`config.mk`:
```
export PLATFORM = sky130hd
export DESIGN_NAME = dac_spi_frame_capture
export DESIGN_NICKNAME = d
export VERILOG_FILES = /design/src/rtl/dac_spi_frame_capture_pkg.sv /design/src/rtl/dac_spi_frame_capture_line_sync_edge.sv /design/src/rtl/dac_spi_frame_capture.sv
export SDC_FILE = /design/constraint.sdc
export NUM_CORES = 1
export LEC_CHECK = 0
export ABC_AREA = 1
export CORE_MARGIN = 2
export CORE_UTILIZATION = 42
export DETAILED_ROUTE_END_ITERATION = 12
export HOLD_SLACK_MARGIN = 0.12
export PLACE_DENSITY = 0.62
export REMOVE_ABC_BUFFERS = 1
export SYNTH_ARGS = -nofsm -noshare
export SYNTH_HDL_FRONTEND = slang
export SYNTH_SLANG_ARGS = --single-unit
```
`constraint.sdc`:
```
create_clock -name dataclk -period 2.8 [get_ports dataclk]
set_clock_uncertainty 0.1 [all_clocks]
set_input_delay 0.28 -clock dataclk [delete_from_list [all_inputs] [get_ports dataclk]]
set_output_delay 0.28 -clock dataclk [all_outputs]
set_load 0.005 [all_outputs]
```
`src/rtl/dac_spi_frame_capture_pkg.sv`:
```
// Shared DAC link constants: frame layout and capture FSM encodings.
package dac_spi_frame_capture_pkg;

  localparam int DL_FRAME_BITS = 24;
  localparam int DL_DATA_BITS  = 16;
  localparam int DL_CMD_MSB    = 23;
  localparam int DL_CMD_LSB    = 16;
  localparam int DL_NUM_CH     = 8;

  typedef enum logic [1:0] {
    ST_IDLE  = 2'd0,
    ST_SHIFT = 2'd1,
    ST_DONE  = 2'd2
  } cap_state_t;

  typedef struct packed {
    logic [DL_CMD_MSB-DL_CMD_LSB:0] cmd;
    logic [DL_DATA_BITS-1:0]        data;
  } dac_frame_t;

  // Splits a raw deserialised word into its command and data fields.
  function automatic dac_frame_t split_frame(input logic [DL_FRAME_BITS-1:0] w);
    dac_frame_t f;
    f.cmd  = w[DL_CMD_MSB:DL_CMD_LSB];
    f.data = w[DL_DATA_BITS-1:0];
    return f;
  endfunction

endpackage

```
`src/rtl/dac_spi_frame_capture_line_sync_edge.sv`:
```
// N-stage synchroniser for one serial-link line, plus a history flop
// that yields single-cycle rise/fall pulses on the synchronised level.
module line_sync_edge #(
  parameter int   STAGES  = 2,
  parameter logic RST_VAL = 1'b0
) (
  input  logic i_clk,
  input  logic i_rst_n,
  input  logic i_line,
  output logic o_level,
  output logic o_rise,
  output logic o_fall
);

  logic [STAGES-1:0] r_sync;
  logic              r_hist;

  always_ff @(posedge i_clk or negedge i_rst_n) begin
    if (!i_rst_n) begin
      r_sync <= {STAGES{RST_VAL}};
      r_hist <= RST_VAL;
    end else begin
      r_sync <= {r_sync[STAGES-2:0], i_line};
      r_hist <= r_sync[STAGES-1];
    end
  end

  assign o_level = r_sync[STAGES-1];
  assign o_rise  =  o_level & ~r_hist;
  assign o_fall  = ~o_level &  r_hist;

endmodule

```
`src/rtl/dac_spi_frame_capture.sv`:
```
// Receive side of the DAC serial link: oversampled SYNC/SCLK/DIN capture,
// frame deserialiser, per-channel shadow registers and error accounting.
module dac_spi_frame_capture
  import dac_spi_frame_capture_pkg::*;
#(
  parameter int FRAME_BITS  = DL_FRAME_BITS,
  parameter int DATA_BITS   = DL_DATA_BITS,
  parameter int NUM_CH      = DL_NUM_CH,
  parameter int SYNC_STAGES = 2,
  localparam int CMD_BITS   = FRAME_BITS - DATA_BITS,
  localparam int CH_W       = $clog2(NUM_CH)
) (
  input  logic                 dataclk,
  input  logic                 reset_n,
  input  logic                 DAC_SYNC,
  input  logic                 DAC_SCLK,
  input  logic                 DAC_DIN,
  input  logic                 capture_en,
  input  logic [CH_W-1:0]      ch_sel,
  output logic                 frame_valid,
  output logic [CMD_BITS-1:0]  frame_cmd,
  output logic [DATA_BITS-1:0] frame_data,
  output logic [DATA_BITS-1:0] ch_value,
  output logic                 frame_err,
  output logic [7:0]           err_count,
  output logic [15:0]          frame_count
);

  localparam int                CNT_W    = $clog2(FRAME_BITS + 2);
  localparam logic [CNT_W-1:0]  CNT_FULL = CNT_W'(FRAME_BITS);
  localparam logic [CNT_W-1:0]  CNT_SAT  = CNT_W'(FRAME_BITS + 1);

  logic w_sync_lvl, w_sync_rise, w_sync_fall;
  logic w_sclk_lvl, w_sclk_rise, w_sclk_fall;
  logic w_din_lvl,  w_din_rise,  w_din_fall;
  logic w_unused;

  // Idle line: SYNC high, SCLK high, DIN low.
  line_sync_edge #(.STAGES(SYNC_STAGES), .RST_VAL(1'b1)) u_sync (
    .i_clk(dataclk), .i_rst_n(reset_n), .i_line(DAC_SYNC),
    .o_level(w_sync_lvl), .o_rise(w_sync_rise), .o_fall(w_sync_fall)
  );

  line_sync_edge #(.STAGES(SYNC_STAGES), .RST_VAL(1'b1)) u_sclk (
    .i_clk(dataclk), .i_rst_n(reset_n), .i_line(DAC_SCLK),
    .o_level(w_sclk_lvl), .o_rise(w_sclk_rise), .o_fall(w_sclk_fall)
  );

  line_sync_edge #(.STAGES(SYNC_STAGES), .RST_VAL(1'b0)) u_din (
    .i_clk(dataclk), .i_rst_n(reset_n), .i_line(DAC_DIN),
    .o_level(w_din_lvl), .o_rise(w_din_rise), .o_fall(w_din_fall)
  );

  assign w_unused = ^{w_sync_lvl, w_sclk_lvl, w_sclk_rise, w_din_rise, w_din_fall};

  cap_state_t                         r_state, w_state_nxt;
  logic [FRAME_BITS-1:0]              r_shifter;
  logic [CNT_W-1:0]                   r_bit_cnt;
  logic [NUM_CH-1:0][DATA_BITS-1:0]   r_shadow;
  logic                               w_start, w_shift, w_good, w_bad;
  logic [CH_W-1:0]                    w_wr_ch;

  always_ff @(posedge dataclk or negedge reset_n) begin
    if (!reset_n) r_state <= ST_IDLE;
    else          r_state <= w_state_nxt;
  end

  always_comb begin
    w_state_nxt = r_state;
    case (r_state)
      ST_IDLE:  if (w_sync_fall && capture_en) w_state_nxt = ST_SHIFT;
      ST_SHIFT: if (w_sync_rise)               w_state_nxt = ST_DONE;
      ST_DONE:                                 w_state_nxt = ST_IDLE;
      default:                                 w_state_nxt = ST_IDLE;
    endcase
  end

  always_comb begin
    w_start = (r_state == ST_IDLE)  && w_sync_fall && capture_en;
    w_shift = (r_state == ST_SHIFT) && w_sclk_fall;
    w_good  = (r_state == ST_DONE)  && (r_bit_cnt == CNT_FULL);
    w_bad   = (r_state == ST_DONE)  && (r_bit_cnt != CNT_FULL);
  end

  assign w_wr_ch = r_shifter[DATA_BITS +: CH_W];

  // An SCLK fall coinciding with the SYNC rise is still shifted in here,
  // since DONE is evaluated one cycle later on the updated count.
  always_ff @(posedge dataclk or negedge reset_n) begin
    if (!reset_n) begin
      r_shifter <= '0;
      r_bit_cnt <= '0;
    end else if (w_start) begin
      r_shifter <= '0;
      r_bit_cnt <= '0;
    end else if (w_shift) begin
      r_shifter <= {r_shifter[FRAME_BITS-2:0], w_din_lvl};
      if (r_bit_cnt != CNT_SAT) r_bit_cnt <= r_bit_cnt + 1'b1;
    end
  end

  always_ff @(posedge dataclk or negedge reset_n) begin
    if (!reset_n) begin
      frame_valid <= 1'b0;
      frame_err   <= 1'b0;
      frame_cmd   <= '0;
      frame_data  <= '0;
      frame_count <= '0;
      err_count   <= '0;
      r_shadow    <= '0;
    end else begin
      frame_valid <= w_good;
      frame_err   <= w_bad;
      if (w_good) begin
        frame_cmd         <= r_shifter[FRAME_BITS-1:DATA_BITS];
        frame_data        <= r_shifter[DATA_BITS-1:0];
        r_shadow[w_wr_ch] <= r_shifter[DATA_BITS-1:0];
        frame_count       <= frame_count + 1'b1;
      end
      if (w_bad && err_count != 8'hFF) err_count <= err_count + 1'b1;
    end
  end

  assign ch_value = r_shadow[ch_sel];

endmodule

```
==> impl_metrics.json, run 1 <==
{
  "area_delta_synth_final_pct": 18.3,
  "first_pass_iters": 5,
  "nets": 1120,
  "cp_data_required_time_ps": 2420,
  "yosysMostFrequentCell": "nand2_1",
  "layout-drive-gt1-share_pct": 9.88,
  "cts-root-buf": "clkbuf_16",
  "place.port_buffers": 74,
  "syn_inst": 1054,
  "rsz0062_at_grt": "false",
  "period_minus_slack_ps": 2490,
  "routed_wl_mm": 22.6,
  "synth_top_area_share_pct": 55.5,
  "place_congestion": 0.802,
  "finalSetupTns_ps": 0,
  "insertion_delay_ps": 520,
  "ir_worst_vdd_v": 0.000419,
  "power.density_nw_per_um2": 624,
  "report.final.slew_viol_count": 0,
  "hold_viol_final": 0,
  "synth_seq_cells": 217,
  "remaining_drc_errors": 0,
  "diodes": 0,
  "synthTopCellsByCount": "nand2_1, dfrtp_1, o21ai_0",
  "numClockSinks": 217,
  "synth_area_leaders": "dfrtp_1, nand2_1, o21ai_0",
  "vias": 7277,
  "h-tree-depth": 1,
  "synth.distinct_cells": 30,
  "antenna_left": 0,
  "netlist_area_um2": 9520,
  "async_flop_share_pct": 100,
  "io_pins": 75,
  "grt_usage_pct": 19.5,
  "relSlewSlack_pct": 45.4,
  "numCtsBuffers": 24,
  "nFillCells": 2146,
  "ys_dominant_reg_cell": "dfrtp_1",
  "crit_type": "primary input to primary output",
  "grt_pass1_wl_mm": 37.9,
  "reg2reg_slack_ps": 390,
  "core_region_area_um2": 22400,
  "rr_worst_depth": 9,
  "power.total_w": 0.00703,
  "reg2reg_to": "r_shadow[94]",
  "routedWlPerCell_um": 16.1,
  "grt_pass1_vias": 7268,
  "worst_setup_path_start_kind": "primary input",
  "yosysWarnings": 0,
  "synth_edf_count": 0,
  "post_cts_buffers": 0,
  "setup_viol": 0,
  "p_leak_nw": 5.00,
  "post-route-period-util_pct": 88.9,
  "slowest_stage": "clkdlybuf4s50_1",
  "grt-ovfl-total": 0,
  "die_y_um": 155,
  "grt_max_degree": 79,
  "critPathCaptureType": "primary output",
  "drtIter0Drc": 441,
  "maxCapViolCount": 0,
  "die_w_um": 155,
  "path_max_fanout": 32,
  "synth_top_area_cell": "dfrtp_1",
  "synth_area_per_cell_um2": 9.03,
  "status": "completed",
  "grt_antenna_before_repair": 0,
  "fmax_mhz": 402,
  "path_cells": "clkdlybuf4s50_1 > inv_1 > buf_12 > o21ai_0 > o22ai_1 > nand2_1 > nand2_1 > clkdlybuf4s50_1",
  "worstPathArrival_ps": 2110,
  "hpwl_mm": 13.4,
  "ctsResizeCount": 0,
  "yosysSeqAreaShare_pct": 57.1,
  "clk_pin_slew_ps": 60,
  "via_per_inst": 5.16,
  "cts_tree": "built",
  "cpPeakStageDelay_ps": 520,
  "cts.path.max_buffers": 3,
  "start_util_pct": 42.4,
  "row_count": 55,
  "hold_path.class": "primary input to asynchronous set/reset pin",
  "worstReg2RegStart": "r_bit_cnt[0]",
  "tightest_slew_ps": 816,
  "die-area_um2": 23900
}
[stage by stage]
step | instances | instance area [um2] | utilization [%] | worst slack [ps] | hold WS [ps]
after detailed placement | 1361 | 10400 | 46.5 | 380 | 207
after global routing | 1409 | 11300 | 50.2 | 218 | 263
after global placement | 1361 | 10400 | 46.5 | 405 | 207
after CTS | 1409 | 11300 | 50.2 | 323 | 249
after floorplan | 983 | 9120 | - | 645 | -116
final | 1409 | 11300 | 50.2 | 311 | 244
[critical path, delay by kind of cell]
family	cells	cell delay, ps
simple gates	2	210
buf+inv	4	1310
compound gates	2	290
[worst max path at each step]
| stage | slack (ps) | end | start | depth (start not counted) |
|---|---|---|---|---|
| 2_1_floorplan | 640 | r_shadow[21] | r_bit_cnt[0] | 9 |
| 3_3_place_gp | 400 | ch_value[0] | ch_sel[1] | 7 |
| 3_5_place_dp | 380 | ch_value[7] | ch_sel[1] | 8 |
| 4_1_cts | 320 | ch_value[0] | ch_sel[1] | 8 |
| 5_1_grt | 220 | ch_value[7] | ch_sel[1] | 8 |
| 6_report | 310 | ch_value[0] | ch_sel[1] | 8 |
[power by group]
group | internal (W) | switching [W]
clock network | 0.00188 | 0.00125
registers | 0.00322 | 0.0000617
logic | 0.000220 | 0.000395
total | 0.00532 | 0.00171
[layout by cell type (no fill, tap or decap), types with 6 or more instances in the layout]
cell type	n
inv_1	56
o22ai_1	55
xor2_1	8
clkdlybuf4s50_1	72
clkbuf_8	6
dfrtp_1	211
o21ai_1	80
xnor2_1	6
o21ai_0	121
clkinv_2	7
o21ai_2	28
dfstp_2	6
nor2_1	89
nand2_1	271
buf_4	14
nand3_1	15
clkbuf_16	25
[routing by layer]
layer / share of wire [%] / GRT usage (%) / up-vias
li1: - / - / 3574
met2: 45 / 30.4 / 153
met5: 0 / 0 / -
met3: 4.3 / 2.86 / 37
met1: 48 / 28.5 / 3513
met4: 2.2 / 5.56 / 0
[registers in the layout, indices dropped and copies added (netlist names)]
register and cells:
u_sclk.r_hist 1, err_count 8, r_shifter 24, u_din.r_sync 2
frame_valid 1, frame_err 1, r_shadow 128, u_sync.r_hist 1
r_state 2, frame_count 16, r_bit_cnt 5, frame_cmd 8
u_sclk.r_sync 2, u_sync.r_sync 2, frame_data 16
[final cells by class]
cell class / instances / area, um2 / area share, %
Sequential cell: 217 / 5440 / 48.3
Multi-Input combinational cell: 709 / 3470 / 30.8
Timing Repair Buffer: 97 / 986 / 8.76
Clock buffer: 35 / 723 / 6.42
Tap cell: 285 / 357 / 3.17
Inverter: 57 / 214 / 1.90
Clock inverter: 9 / 72.6 / 0.645
[timing repair]
action / CTS / global route
setup endpoints to repair: 0 / 0
hold buffers: 4 / 0
endpoints found under the hold margin: 76 / 0
[kinds of logic after synthesis]
family | Yosys count | synth area share, %
AOI/OAI and AO/OA | 285 | 16.8
xor gates and xnor gates | 14 | 1.29
adders and majority gates | 5 | 0.657
buffers and inverters | 128 | 6.43
DFF | 217 | 57.1
and+or+nand+nor | 405 | 17.7
Note: power is estimated with default switching activity, not from simulation.
==> inputs of run 2 (changes only) <==
--- a/config.mk
+++ b/config.mk
@@ -7,10 +7,10 @@
 export LEC_CHECK = 0
 export ABC_AREA = 1
 export CORE_MARGIN = 2
-export CORE_UTILIZATION = 42
+export CORE_UTILIZATION = 55
 export DETAILED_ROUTE_END_ITERATION = 12
 export HOLD_SLACK_MARGIN = 0.12
-export PLACE_DENSITY = 0.62
+export PLACE_DENSITY = 0.77
 export REMOVE_ABC_BUFFERS = 1
 export SYNTH_ARGS = -nofsm -noshare
 export SYNTH_HDL_FRONTEND = slang
==> run 2 against run 1 <==
Effect of this change: die area shrank 23%; final area decreased by 0.99%; largest cell class unchanged; critical path depth did not move; critical endpoint unchanged; clock-buffer cell count is 4 higher; critical path type unchanged.
==> impl_metrics.json, run 2 (synthesized netlist as in run 1, its figures left out) <==
{
  "status": "completed",
  "reg2reg_slack_ps": 630,
  "remaining_drc_errors": 0,
  "maxCapViolCount": 0,
  "largest-register": "r_shadow",
  "grt_antenna_before_repair": 0,
  "die_w_um": 136,
  "p_leak_nw": 4.98,
  "vias": 7404,
  "hold_slack_ps": 222,
  "critPathTopFamily": "buffers and inverters",
  "clk_pin_slew_ps": 60,
  "p_seq_share_pct": 47.8,
  "hold_viol_final": 0,
  "relSlewSlack_pct": 62.2,
  "io_pins": 75,
  "hpwl_mm": 12.8,
  "internal-power_w": 0.00522,
  "grt_pass1_wl_mm": 35.6,
  "switching_share_pct": 24.0,
  "worst_setup_path_start_kind": "primary input",
  "rr_worst_depth": 10,
  "post_cts_buffers": 0,
  "nFillCells": 1383,
  "cpPeakStageDelay_ps": 520,
  "worst-path-buf-inv": 4,
  "routedWlPerCell_um": 16.0,
  "place.port_buffers": 74,
  "worstPathArrival_ps": 2090,
  "grt_max_degree": 73,
  "report.final.slew_viol_count": 0,
  "area_delta_synth_final_pct": 17.1,
  "grt-ovfl-total": 0,
  "mostFrequentLayoutCell": "nand2_1",
  "post-route-period-util_pct": 88.3,
  "period_minus_slack_ps": 2470,
  "via_per_inst": 5.50,
  "rsz0062_at_grt": "false",
  "numClockSinks": 217,
  "largest_register_ffs": 128,
  "cts_tree": "built",
  "grt_pass1_vias": 7040,
  "path_max_fanout": 21,
  "finalSetupTns_ps": 0,
  "p_switching_w": 0.00164,
  "crit_type": "primary input to primary output",
  "diodes": 0,
  "cts-root-buf": "clkbuf_16",
  "clkPwrFrac_pct": 43.3,
  "tightest_slew_ps": 566,
  "slowest_stage": "clkdlybuf4s50_1",
  "grt_usage_pct": 23.9,
  "path_cells": "clkdlybuf4s50_1 > inv_1 > buf_4 > o21ai_0 > o22ai_1 > nand2_1 > nand2_1 > clkdlybuf4s50_1",
  "place_congestion": 0.786,
  "power.total_w": 0.00686,
  "start_util_pct": 55.6,
  "worstReg2RegStart": "r_bit_cnt[0]",
  "setup_viol": 0,
  "ir_worst_vdd_v": 0.000506,
  "row_count": 48,
  "power_frac_comb_pct": 8.9,
  "die-area_um2": 18400,
  "layout-drive-gt1-share_pct": 9.46,
  "die_y_um": 136,
  "core_region_area_um2": 17100,
  "numCtsBuffers": 23,
  "antenna_left": 0,
  "cp_data_required_time_ps": 2420,
  "reg2reg_to": "r_shadow[96]",
  "cts.path.max_buffers": 3,
  "h-tree-depth": 1,
  "hold_path.class": "primary input to asynchronous set/reset pin",
  "reg.largest.list": "r_shadow x128, r_shifter x24",
  "insertion_delay_ps": 510,
  "layout_common_cells": "nand2_1, dfrtp_1, o21ai_0",
  "power.density_nw_per_um2": 616,
  "routed_wl_mm": 21.5,
  "drtIter0Drc": 529,
  "nets": 1118,
  "first_pass_iters": 5,
  "fmax_mhz": 404,
  "critPathCaptureType": "primary output"
}
-- run 2: changes by cell type in the layout (fill, tap and decap cells not counted), sizes merged --
cell	delta
bufinv	-1
inv	+1
clkinv	-5
buf	-1
clkinvlp	-1
clkbuf	+4
-- run 2: final cells by class --
type | instances | area (um2) | share of cell area [%]
Multi-Input combinational cell | 709 | 3470 | 31.1
Sequential cell | 217 | 5440 | 48.8
Inverter | 57 | 214 | 1.92
Tap cell | 225 | 282 | 2.53
Clock inverter | 3 | 18.8 | 0.168
Clock buffer | 39 | 736 | 6.60
Timing Repair Buffer | 96 | 991 | 8.89
-- run 2: metal layers --
metal	share of wire, %	GRT usage, %	wire length [um]
met3	5.5	3.48	1190
met4	1.9	5.44	400
met1	46	34.4	9920
met2	47	39.0	10000
met5	0	0	0
-- run 2: through the flow --
| step | setup WS [ps] | area (um2) | utilization, % | cells |
|---|---|---|---|---|
| global route | 265 | 11100 | 65.1 | 1346 |
| floorplan | 645 | 9120 | - | 983 |
| CTS | 359 | 11100 | 65.1 | 1346 |
| detailed placement | 397 | 10400 | 60.5 | 1300 |
| global placement | 405 | 10400 | 60.5 | 1300 |
| finish | 328 | 11100 | 65.1 | 1346 |
-- run 2: worst max path at each step --
stage,startpoint,endpoint,depth (start not counted)
after floorplan,r_bit_cnt[0],r_shadow[21],9
after global placement,ch_sel[1],ch_value[0],8
after detailed placement,ch_sel[1],ch_value[8],8
after CTS,ch_sel[1],ch_value[7],8
after global routing,ch_sel[1],ch_value[0],8
final,ch_sel[1],ch_value[0],8
-- run 2: power groups by stage --
stage               combinational, W  clock, W  sequential [W]
floorplan                   0.000299         0         0.00333
detailed placement          0.000604         0         0.00334
global route                0.000677   0.00314         0.00329
finish                      0.000608   0.00297         0.00328
global placement            0.000595         0         0.00333
CTS                         0.000613   0.00303         0.00328
-- run 2: worst register-to-register path, cell delays in order (launching register included) --
cell and delay [ps]:
dfrtp_1 410, inv_1 100, ha_1 150, nand2_1 70, inv_1 120, nand3_4 170
buf_4 250, nor2_8 160, nand2_4 270, nand2_1 160, o21ai_1 80
-- run 2: repair_timing --
action / CTS / global route
hold buffers: 4 / 0
resized for setup: 0 / 0
setup endpoints to repair: 0 / 0
endpoints found under the hold margin: 72 / 0
==> inputs of run 3 (changes only) <==
--- a/config.mk
+++ b/config.mk
@@ -10,7 +10,7 @@
 export CORE_UTILIZATION = 55
 export DETAILED_ROUTE_END_ITERATION = 12
 export HOLD_SLACK_MARGIN = 0.12
-export PLACE_DENSITY = 0.77
+export PLACE_DENSITY = 0.73
 export REMOVE_ABC_BUFFERS = 1
 export SYNTH_ARGS = -nofsm -noshare
 export SYNTH_HDL_FRONTEND = slang
==> run 3 against run 2 <==
Effect of this change: via count increased by 0.77%; sequential power about the same; sequential share of layout area increased by 0.26 points; final area decreased by 0.54%; hold slack improved by 26 ps; critical path depth unchanged; global-route usage increased by 0.95 points; critical path type unchanged.
==> impl_metrics.json, run 3 (synthesized netlist as in run 1, its figures left out) <==
{
  "layout-drive-gt1-share_pct": 9.56,
  "area_delta_synth_final_pct": 16.5,
  "remaining_drc_errors": 0,
  "routed_wl_mm": 22.2,
  "worstPathArrival_ps": 2060,
  "die_y_um": 136,
  "period_minus_slack_ps": 2440,
  "dp_worst_setup_slack_ps": 398,
  "post-route-period-util_pct": 87.1,
  "report.final.slew_viol_count": 0,
  "path_cells": "clkdlybuf4s50_1 > inv_1 > buf_12 > o21ai_0 > o22ai_1 > nand2_1 > nand2_1 > clkdlybuf4s50_1",
  "clk_pin_slew_ps": 60,
  "routedWlPerCell_um": 16.5,
  "reg2reg_slack_ps": 440,
  "core_region_area_um2": 17100,
  "grt_antenna_before_repair": 0,
  "status": "completed",
  "mostFrequentLayoutCell": "nand2_1",
  "first_pass_iters": 6,
  "grt_pass1_vias": 7051,
  "grt_pass1_wl_mm": 36.6,
  "place.port_buffers": 74,
  "layout_common_cells": "nand2_1, dfrtp_1, o21ai_0",
  "relSlewSlack_pct": 44.9,
  "insertion_delay_ps": 500,
  "diodes": 0,
  "critPathCaptureType": "primary output",
  "path_max_fanout": 32,
  "antenna_left": 0,
  "largest_register_ffs": 128,
  "layout_setup_ws_ps": 362,
  "grt_usage_pct": 24.9,
  "highest-signal-layer": "met4",
  "cts.path.max_buffers": 3,
  "wl_met1_mm": 10.3,
  "hold_viol_final": 0,
  "cts-root-buf": "clkbuf_16",
  "setup_viol": 0,
  "grt-ovfl-total": 0,
  "maxCapViolCount": 0,
  "largest-register": "r_shadow",
  "worst_setup_path_start_kind": "primary input",
  "reg.largest.list": "r_shadow x128, r_shifter x24",
  "crit_type": "primary input to primary output",
  "row_count": 48,
  "worst-path-buf-inv": 4,
  "hpwl_mm": 13.2,
  "nFillCells": 1440,
  "cpPeakStageDelay_ps": 510,
  "cts_tree": "built",
  "critPathTopFamily": "buffers and inverters",
  "die-area_um2": 18400,
  "cp_data_required_time_ps": 2420,
  "slowest_stage": "clkdlybuf4s50_1",
  "power.density_nw_per_um2": 611,
  "numClockSinks": 217,
  "finalSetupTns_ps": 0,
  "rsz0062_at_grt": "false",
  "hold_path.class": "flip-flop to flip-flop",
  "drtIter0Drc": 649,
  "wl_met3_mm": 1.14,
  "fmax_mhz": 410,
  "h-tree-depth": 1,
  "start_util_pct": 55.6,
  "nets": 1122,
  "io_pins": 75,
  "via_per_inst": 5.55,
  "grt_max_degree": 82,
  "tightest_slew_ps": 823,
  "numCtsBuffers": 24,
  "ir_worst_vdd_v": 0.000536,
  "p_leak_nw": 4.96,
  "wl_met2_mm": 10.4,
  "die_w_um": 136,
  "place_congestion": 0.772,
  "vias": 7461
}
## run 3: cell count changes in the layout (fill, tap and decap cells not counted)
| cell | delta |
|---|---|
| clkbuf_8 | -8 |
| buf_4 | +6 |
| clkinv_4 | +1 |
| clkinv_2 | +3 |
| clkbuf_1 | -3 |
| inv_6 | -1 |
| inv_8 | +1 |
| clkbuf_16 | +2 |
| buf_12 | -3 |
## run 3: per-layer routing
metal / up-vias / global-route usage, %
met5: - / 0
met4: 0 / 6.02
met3: 35 / 4.08
met2: 197 / 39.8
met1: 3654 / 35.9
li1: 3575 / -
## run 3: what timing repair did
action / in CTS / in global routing
hold buffers: 4 / 0
hold endpoints to repair: 78 / 0
resized for setup: 0 / 0
buffers inserted: 0 / 0
setup endpoints to repair: 0 / 0
## run 3: path summary, 6_finish.rpt
kind | startpoint | to | cells past startpoint
max in group asynchronous | reset_n | u_sclk.r_hist | 3
min in group asynchronous | reset_n | r_shadow[116] | 2
setup / recovery | ch_sel[1] | ch_value[7] | 8
setup reg to reg | r_bit_cnt[0] | r_shadow[80] | 9
hold reg to reg | u_din.r_sync[0] | u_din.r_sync[1] | 0
hold / removal | u_din.r_sync[0] | u_din.r_sync[1] | 0
## run 3: worst reg2reg max path: stages (launching register included)
cell and delay [ps]:
dfrtp_1 420, inv_1 100, ha_1 140, nand2_1 60
inv_1 110, nand3_4 240, nor2_4 210, nand2_2 470
nand2_1 290, o21ai_2 70
## run 3: cell type report
type | instances | area [um2] | area share, %
Inverter | 57 | 214 | 1.93
Tap cell | 225 | 282 | 2.54
Clock inverter | 7 | 45.0 | 0.406
Timing Repair Buffer | 99 | 976 | 8.80
Multi-Input combinational cell | 709 | 3470 | 31.3
Sequential cell | 217 | 5440 | 49.1
Clock buffer | 30 | 664 | 5.99
## run 3: metrics by stage
step	area (um2)	power, W	utilization (%)	std cells	hold slack (ps)
after global routing	11100	0.00703	64.8	1344	262
final	11100	0.00677	64.8	1344	247
after floorplan	9120	0.00363	-	983	-116
after detailed placement	10300	0.00394	60.4	1303	212
after CTS	11100	0.00681	64.8	1344	248
after global placement	10300	0.00393	60.4	1303	214
## run 3: report_power, final
part	internal (W)	leakage [nW]	switching, W	total [W]
Clock	0.00167	0.356	0.00121	0.00287
Combinational	0.000217	1.61	0.000394	0.000611
Sequential	0.00322	3.00	0.0000613	0.00328
==> variant 1 (flow settings as in run 2) <==
One comparison of `r_bit_cnt` changes from == to >=.
--- a/src/rtl/dac_spi_frame_capture.sv
+++ b/src/rtl/dac_spi_frame_capture.sv
@@ -79,5 +79,5 @@
     w_start = (r_state == ST_IDLE)  && w_sync_fall && capture_en;
     w_shift = (r_state == ST_SHIFT) && w_sclk_fall;
-    w_good  = (r_state == ST_DONE)  && (r_bit_cnt == CNT_FULL);
+    w_good  = (r_state == ST_DONE)  && (r_bit_cnt >= CNT_FULL);
     w_bad   = (r_state == ST_DONE)  && (r_bit_cnt != CNT_FULL);
   end
Behaviour: same outputs for any inputs over 10 cycles, from zero or initial values and one cycle with reset_n low; that may be too few to reach the edited logic, so the function may still have changed.
==> variant 1 against run 2 <==
Sequential cell count unchanged. Setup slack better by 0.030 ns. Final area up 0.99%. Synthesized area up 0.60%. Routed wire length up 2.5%. Sequential power about the same. Power up 2.7%. Via count up 1.2%. Highest routed layer unchanged.
==> variant 1: results (changes against run 2) <==
metric;value;unit;change
status;completed;;
arrival;2.06;ns;-0.03 ns
wl_per_cell;16.1;um;+0.66%
gp_congestion;0.816;;+3.8%
reg2reg_to;r_shadow[88];;
grt_pass1_wl;35.7;mm;+0.39%
vias;7493;;+1.2%
grt_start_max_net_pins;78;;+6.8%
crit_path_max_fanout;19;;-9.5%
yosysSeqAreaShare;56.8;%;-0.34 points
dp_cells;1322;;+1.7%
rr_startpoint;r_state[0];;
grt_pass1_vias;6920;;-1.7%
met2_usage;39.8;%;+0.81 points
dp_hpwl;13.2;mm;+3.8%
ir_drop;0.616;mV;+22%
nNetsFinal;1141;;+2.1%
synthTopCellsByArea;dfrtp_1 55%, nand2_1 12%, o21ai_0 8.6%;;
worst_hold_slack;0.236;ns;+0.0148 ns
r2r_cells;5;;-5
yosys.cell_types.count;35;;+17%
regToRegSetupSlack;0.38;ns;-0.25 ns
cpPeakStageDelay;0.54;ns;+0.02 ns
drive_above_1_share;9.61;%;+0.15 points
routed_wl;22.1;mm;+2.5%
p_leak;5.13;nW;+3.0%
use_met3;3.36;%;-0.12 points
cts_buffers;24;;+4.3%
use_met1;33.7;%;-0.72 points
syn_avg_cell_area;8.98;sq um;-0.53%
ys_top_cells_by_count;294 x nand2_1, 211 x dfrtp_1, 164 x o21ai_0;;
variant 1: power by group:
group	switching [mW]	internal (mW)	total, mW
Sequential	0.0789	3.21	3.29
Combinational	0.351	0.203	0.554
Clock	1.25	1.95	3.20
Total	1.68	5.36	7.05
variant 1: area by class of cell:
type	instances	area, sq um
Fill cell	1380	5920
Multi-Input combinational cell	734	3570
Timing Repair Buffer	95	932
Clock buffer	33	706
Inverter	55	211
Tap cell	225	282
Sequential cell	217	5440
Clock inverter	11	115
variant 1: critical path: cells and delay by family:
family,cells,cell delay [ns]
AOI/OAI and AO/OA,2,0.30
buffers and inverters,3,1.32
and+or+nand+nor,2,0.16
variant 1: through the flow:
step	instance area, sq um	worst slack [ns]
global route	11300	0.133
finish	11300	0.358
global placement	10400	0.366
detailed placement	10400	0.377
floorplan	9220	0.789
CTS	11300	0.366
variant 1: layer usage:
metal | wire length, um | share of wire (%)
met1 | 9510 | 43
met2 | 10600 | 48
met3 | 1350 | 6.1
met4 | 615 | 2.8
met5 | 0 | 0
variant 1: kinds of logic after synthesis:
group | after synthesis | synth area share (%)
AO/OA/AOI/OAI | 270 | 15.7
XOR/XNOR | 15 | 1.37
flip-flops | 217 | 56.8
adder cells (fa/ha/maj) | 5 | 0.653
buffers and inverters | 115 | 5.89
AND/OR/NAND/NOR | 444 | 19.6
variant 1: repair_timing:
action,4_1_cts,5_1_grt
hold buffers,4,0
hold endpoints to repair,75,0
setup endpoints to repair,0,0
variant 1: how the worst max path moves through the flow:
| stage | cells after the start | slack [ns] | endpoint |
|---|---|---|---|
| detailed placement | 7 | 0.38 | ch_value[1] |
| CTS | 5 | 0.37 | r_shadow[88] |
| global route | 6 | 0.13 | r_shadow[85] |
| global placement | 7 | 0.37 | ch_value[1] |
| floorplan | 5 | 0.79 | ch_value[0] |
| finish | 7 | 0.36 | ch_value[2] |
==> variant 2 (config.mk and constraints of run 2) <==
Without the edit above. The parameter `SYNC_STAGES` goes from 2 to 4.
--- a/src/rtl/dac_spi_frame_capture.sv
+++ b/src/rtl/dac_spi_frame_capture.sv
@@ -7,5 +7,5 @@
   parameter int DATA_BITS   = DL_DATA_BITS,
   parameter int NUM_CH      = DL_NUM_CH,
-  parameter int SYNC_STAGES = 2,
+  parameter int SYNC_STAGES = 4,
   localparam int CMD_BITS   = FRAME_BITS - DATA_BITS,
   localparam int CH_W       = $clog2(NUM_CH)
Formal check against the unedited RTL: not equivalent (a bounded check fails within 10 cycles, from zero or initial values and one cycle with reset_n low).
==> variant 2 against run 2 <==
Final area is 5.0% higher. Sequential cell count increased by 6. Setup slack lost 0.020 ns. Critical endpoint is now ch_value[12]. Cell count rose by 11%. Power rose by 4.2%. Count of clock-buffer cells in the layout decreased by 6. Routed wire length grew 13%. Clock power is 9.8% higher. Synthesized cell count rose by 12%. Utilization rose by 0.49 points. Synthesized area grew 4.4%. Non-clock buffer count rose by 6. Worst hold slack gained 0.0084 ns.
==> variant 2: results (changes against run 2) <==
metric;value;unit;change
dr_wl_met3;1.63;mm;+36%
portBuffers;74;;unchanged
grtUsageTotal;25.4;%;+1.5 points
p_leak;5.66;nW;+14%
r2r_cells;7;;-3
regArea;5590;sq um;+2.9%
first_iter_violations;754;;+43%
synthFlopType;dfrtp_1;;
endpoint;ch_value[12];;
yosysSeqAreaShare;56.3;%;-0.84 points
relSlewSlack;41.5;%;-21 points
drive_above_1_share;7.63;%;-1.8 points
gp_congestion;0.836;;+6.3%
met2_usage;40.4;%;+1.4 points
vias_per_cell;5.60;;+1.8%
inv_count;57;;unchanged
wl_per_cell;16.4;um;+2.4%
clock-sinks;223;;+2.8%
dp_hpwl;14.8;mm;+16%
arrival;2.11;ns;+0.02 ns
die_width;138;um;+2.1%
htreeDepth;1;;unchanged
grt_pass1_wl;40.5;mm;+14%
status;completed;;
drtPass1Iterations;6;;+1
yosys.cell_types.count;28;;-6.7%
dpl_cell_area;10800;sq um;+4.7%
wl_met1;10.9;mm;+9.7%
use_met3;4.09;%;+0.61 points
fillers;1477;;+6.8%
met2WireLength;11.4;mm;+13%
use_met1;36.8;%;+2.3 points
bufAreaShareNonClock;8.53;%;-0.36 points
buffers;102;;+6.3%
clkCellAreaFrac;7.11;%;+0.34 points
grt_start_max_net_pins;85;;+16%
nNetsFinal;1255;;+12%
regToRegSetupSlack;0.51;ns;-0.12 ns
ys_top_cells_by_count;380 x nand2_1, 213 x dfrtp_1, 116 x nand3_1;;
fin_crit;2.49;ns;+0.0205 ns
multi_input_cells;833;;+17%
reg2reg_to;r_shadow[48];;
variant 2: power breakdown:
part | leakage (nW) | switching, mW | internal, mW
Sequential | 3.06 | 0.0849 | 3.29
Clock | 0.412 | 1.33 | 1.92
Combinational | 2.18 | 0.314 | 0.201
variant 2: cells by family (layout without fill, tap and decap cells):
logic type | count (synthesis) | count (layout) | synth area share, %
flip-flops | 223 | 223 | 56.3
adder cells (fa/ha/maj) | 5 | 5 | 0.630
AO/OA/AOI/OAI | 196 | 196 | 10.3
XOR/XNOR | 15 | 15 | 1.32
buffers and inverters | 120 | 203 | 5.69
AND/OR/NAND/NOR | 617 | 617 | 25.8
variant 2: stage by stage:
stage	std cells	hold WS (ns)	setup slack (ns)	util (%)
global route	1488	0.253	0.197	65.6
detailed placement	1440	0.223	0.312	60.7
CTS	1488	0.251	0.311	65.6
finish	1488	0.230	0.307	65.6
global placement	1440	0.219	0.310	60.7
floorplan	1113	-0.116	0.386	-
